$ cat src/rtl/instr_encoder_loader.sv
// Encodes MIPS-style instruction requests into 32-bit words and streams them
// into an instruction memory, one word per two cycles, until DEPTH words are loaded.
module instr_encoder_loader #(
    parameter int DEPTH = 256,
    parameter int AW    = 8
) (
    input  logic          clk,
    input  logic          rst,
    input  logic          clear,
    input  logic          in_valid,
    output logic          in_ready,
    input  logic [3:0]    op_sel,
    input  logic [4:0]    rs,
    input  logic [4:0]    rt,
    input  logic [4:0]    rd,
    input  logic [15:0]   imm,
    input  logic [25:0]   target,
    output logic          mem_we,
    output logic [31:0]   mem_addr,
    output logic [31:0]   mem_wdata,
    output logic [AW:0]   count,
    output logic          full,
    output logic          err
);

    typedef enum logic [1:0] {IDLE, WRITE, FULL} state_t;

    localparam logic [AW:0] LAST_CNT = (AW+1)'(DEPTH - 1);
    localparam logic [AW:0] FULL_CNT = (AW+1)'(DEPTH);

    state_t        state, state_nxt;
    logic [AW-1:0] idx;
    logic [31:0]   enc;
    logic          legal;
    logic          hs;

    assign in_ready = (state == IDLE) && !clear && !rst;
    assign hs       = in_valid && in_ready;
    // A write cycle in flight is dropped the moment rst is seen.
    assign mem_we   = (state == WRITE) && !rst;
    assign full     = (count == FULL_CNT);

    always_comb begin
        legal = 1'b1;
        enc   = '0;
        case (op_sel)
            4'd0:    enc = {6'd0, rs, rt, rd, 5'd0, 6'd32};
            4'd1:    enc = {6'd0, rs, rt, rd, 5'd0, 6'd34};
            4'd2:    enc = {6'd0, rs, rt, rd, 5'd0, 6'd42};
            4'd3:    enc = {6'd0, rs, 15'd0, 6'd8};
            4'd4:    enc = {6'd8,  rs, rt, imm};
            4'd5:    enc = {6'd10, rs, rt, imm};
            4'd6:    enc = {6'd35, rs, rt, imm};
            4'd7:    enc = {6'd43, rs, rt, imm};
            4'd8:    enc = {6'd2, target};
            4'd9:    enc = {6'd3, target};
            4'd10:   enc = {6'd4, rs, rt, imm};
            4'd11:   enc = {6'd5, rs, rt, imm};
            default: legal = 1'b0;
        endcase
    end

    always_ff @(posedge clk) begin
        if (rst) state <= IDLE;
        else     state <= state_nxt;
    end

    always_comb begin
        state_nxt = state;
        case (state)
            IDLE:    if (hs && legal) state_nxt = WRITE;
            WRITE:   state_nxt = (count == LAST_CNT) ? FULL : IDLE;
            FULL:    state_nxt = FULL;
            default: state_nxt = IDLE;
        endcase
        if (clear) state_nxt = IDLE;
    end

    always_ff @(posedge clk) begin
        if (rst) begin
            idx       <= '0;
            count     <= '0;
            err       <= 1'b0;
            mem_addr  <= '0;
            mem_wdata <= '0;
        end else begin
            if (hs) begin
                if (legal) begin
                    mem_addr  <= {{(30-AW){1'b0}}, idx, 2'b00};
                    mem_wdata <= enc;
                end else begin
                    err <= 1'b1;
                end
            end
            if (state == WRITE) begin
                idx   <= idx + 1'b1;
                count <= count + 1'b1;
            end
            // hs is already masked by clear, so only the counters need overriding.
            if (clear) begin
                idx   <= '0;
                count <= '0;
                err   <= 1'b0;
            end
        end
    end

endmodule

$ cat config.mk
export PLATFORM = sky130hd
export DESIGN_NAME = instr_encoder_loader
export DESIGN_NICKNAME = d
export VERILOG_FILES = /design/src/rtl/instr_encoder_loader.sv
export SDC_FILE = /design/constraint.sdc
export NUM_CORES = 1
export LEC_CHECK = 0
export CAP_MARGIN = 20
export CORE_MARGIN = 8
export CORE_UTILIZATION = 39
export DETAILED_ROUTE_END_ITERATION = 6
export GPL_TIMING_DRIVEN = 0
export PLACE_DENSITY = 0.86
export SYNTH_ARGS = -nofsm -noshare
export SYNTH_HDL_FRONTEND = slang
export SYNTH_SLANG_ARGS = --single-unit
$ cat constraint.sdc
create_clock -name clk -period 1.9 [get_ports clk]
set_clock_uncertainty 0.15 [all_clocks]
set_input_delay 0.38 -clock clk [delete_from_list [all_inputs] [get_ports clk]]
set_output_delay 0.38 -clock clk [all_outputs]
set_load 0.005 [all_outputs]
==> impl_metrics.toml <==
[status]
outcome = "finished, violations left"
failed_checks = "negative setup slack"

[pwr]
power.density_cell_area_nw_per_um2 = 606
clock_power_share_pct = 39.6
power_frac_comb_pct = 19.9
cell_internal_power_dissipation_mw = 2.33
power.switching_fraction_pct = 26.1
p_seq_share_pct = 40.5
p_sw_uw = 824
worst_ir_drop_vdd_mv = 0.370
cellLeakagePower_nw = 1.88

[detailed_routing]
route.detailed.vias_per_inst = 5.47
drt-initial-drc-count = 174
drt_drc_violations_left = 0
route.vias.total = 3604
routed_wirelength_um = 11600
drt_pre_antenna_iters = 5
route.detailed.wl_per_inst_um = 17.6
antenna_left = 0

[timing]
period_minus_slack_ns = 2.03
finalHoldViolCount = 0
final-setup-viol-count = 11
clock.fmax_ghz = 0.494
period_share_pct = 107
slew_viol_final = 0
rsz0062_at_grt = "true"
worst_pin_slew_ns = 0.688
final_setup_slack_of_the_worst_path_ns = -0.126
final.hold.worst_slack_ns = 0.306
worst_slew_margin_rel_pct = 54.2

[worst_setup_path]
worstPathArrival_ns = 1.50
end_kind = "output pin"
rr_worst_depth = 7
criticalPathCategory = "flip-flop to output pin"
crit_path_max_incr_delay_ns = 0.57
reg2reg_setup_slack_ns = -0.03
critPathLaunchType = "flip-flop"
crit_path_max_fanout = 2
regToRegStartpoint = "state[0]"
critPathSlowestCell = "or4_4"
rr_endpoint = "mem_wdata[6]"
worstPathRequired_ns = 1.37
crit_top_cell = "buf_6"
crit_path_cell_trace = "or4_4 > clkinv_4 > buf_6 > buf_6"

[placed_design]
pre_cts_ws_ns = -0.847
hpwlAfterDp_um = 8500
gp_congestion = 0.883
dp.cells = 632
portBuffers = 112

[finish]
area_delta_synth_final_pct = 53.6
antenna_cells_inserted = 0
leading_cell_type_in_the_layout_fill_and_taps_excluded = "clkdlybuf4s50_1"
final-instance-count-excl-fill = 659
final_core_utilization_pct = 60.6
multi_input_area_um2 = 1940
layout-drive-gt1-share_pct = 20.0
filler_cell_count = 736
num-nets-final = 615
ff_latch_area_um2 = 1190
highest_count_cells_in_the_layout_ignoring_fill_and_taps = "clkdlybuf4s50_1, dfxtp_1, a21oi_1, buf_4, conb_1"

[synth]
async_s_r_ff_share_synth_pct = 0
synth_ff_type = "dfxtp_1"
synth.lib_cells_used.distinct = 50
seq_area_frac_synth_pct = 34.8
avgSynthCellArea_um2 = 8.74
synth.yosys.warnings = 0
netlist_instances = 388
synth_enable_flop_cells = 0
postSynthRegisterBits = 59
post_synth_instance_area_um2 = 3390

[cts]
tritoncts.num_buffers = 9
postCtsHoldBufs = 0
worst_skew_pair_latency_ns = 0.33
cts_tree = "built"
cts.sinks = 59
clock_tree.htree_level_count = 3
clockRootBuffer = "clkbuf_8"
path_clk_slew_ns = 0.07
clock_path_buffers = 2

[global_routing]
globalRouteTotalUtil_pct = 18.7
globalRoute.totalOverflow = 0
vias_in_the_first_global_route = 3653
grt_pass1_wl_um = 17800
grt_max_degree = 14
antenna_found_initial = 0

[run]
cap_violations = 0

[hold_path]
hold_start = "rst"
timing.hold.worst_path_depth = 2
min_to = "mem_wdata[19]"
worst_hold_path_type = "primary input to flip-flop"

[floorplan]
floorplan_core_area_um2 = 8590
floorplan.initialDensity_pct = 39.5
pin_count = 142
die_h_um = 109
die_width_um = 109
std_cell_rows = 34
dieArea_um2 = 11900
==> what timing repair did <==
item | in CTS | in global routing
setup endpoints to repair | 32 | 37
gates resized for setup | 34 | 18
gates cloned | 1 | 0
buffers inserted | 10 | 3
pin swaps | 3 | 3
==> layer usage <==
metal	GRT usage (%)	routed length (um)	up-vias
li1	-	-	1716
met1	20.8	4640	1726
met2	32.1	5760	140
met3	5.20	915	22
met4	8.87	278	0
met5	0	0	-
==> worst max path at each step <==
| stage | end | slack, ns | from | cells after the start |
|---|---|---|---|---|
| finish | in_ready | -0.13 | state[0] | 4 |
| global route | full | -0.19 | count[3] | 3 |
| CTS | in_ready | -0.19 | state[0] | 5 |
| detailed placement | in_ready | -0.85 | clear | 6 |
| global placement | in_ready | -0.85 | clear | 6 |
| floorplan | mem_wdata[0] | 0.05 | rst | 7 |
==> Yosys cell counts (2+ instances only) <==
library cell   n  share of area (%)
nand3_1       14                2.1
a311oi_2       8                3.5
or4_1          7                1.5
mux2i_1        5                1.5
a211o_1       10                2.6
dfxtp_1       59                 35
a32oi_1        5                1.3
nand4b_1       2               0.52
ha_1           4                1.5
mux2_2         9                3.0
buf_6          4                1.3
a211oi_1      11                2.4
buf_2          6               0.89
nand2_1       19                2.1
a21oi_1       48                7.1
a22oi_1        9                2.0
a21boi_0       5                1.1
nand4_1        3               0.55
xor2_1         2               0.52
o21ai_0       17                2.5
clkbuf_1      21                2.3
nor2b_1       17                3.1
nand2b_1       3               0.55
o221a_1        5                1.7
o31ai_1        5                1.1
or3_1          5               0.92
a221oi_1       5                1.3
nand3b_1       7                1.5
inv_1         13                1.4
buf_4         27                6.0
o32ai_1        5                1.3
nor2_1        10                1.1
==> through the flow <==
stage | TNS (ns) | power, mW | instance area, um^2
final | -0.330 | 3.16 | 5210
after global routing | -0.986 | 3.30 | 5210
after CTS | -0.892 | 3.15 | 5140
after detailed placement | -18.99 | 1.87 | 4740
after global placement | -18.17 | 1.86 | 4740
after floorplan | 0 | 1.61 | 3480
==> kinds of logic after synthesis <==
group / Yosys count / synth area share [%]
and+or+nand+nor: 93 / 15.8
DFF: 59 / 34.8
muxes: 14 / 4.47
xor gates and xnor gates: 3 / 0.775
buffers and inverters: 73 / 12.3
other: 1 / 0.111
adders and majority gates: 4 / 1.48
AOI/OAI and AO/OA: 141 / 30.2
==> critical path, delay by kind of cell, from the launching register on <==
family        cells  cell delay [ns]
buf+inv           3             0.25
simple gates      1             0.57
flops             1             0.34
==> state kept, by name (all words and copies together), names as in the netlist <==
signal,count
mem_wdata,31
count,9
idx,8
mem_addr,8
state,2
err,1
==> area by class of cell <==
type | count | area share, %
clock buffer | 9 | 2.38
clock inverter | 7 | 1.78
multi-input combinational | 280 | 37.3
inverter | 15 | 1.18
buffer | 55 | 6.87
sequential | 59 | 22.9
timing repair buffer | 126 | 25.0
tap | 108 | 2.59
==> power by group through the flow <==
stage	Combinational [mW]	Sequential (mW)	Clock [mW]
after floorplan	0.298	1.31	0
after global routing	0.670	1.28	1.35
final	0.627	1.28	1.25
after global placement	0.550	1.31	0
after CTS	0.599	1.28	1.27
after detailed placement	0.563	1.31	0
No activity file was read; power rests on OpenSTA's default activity.
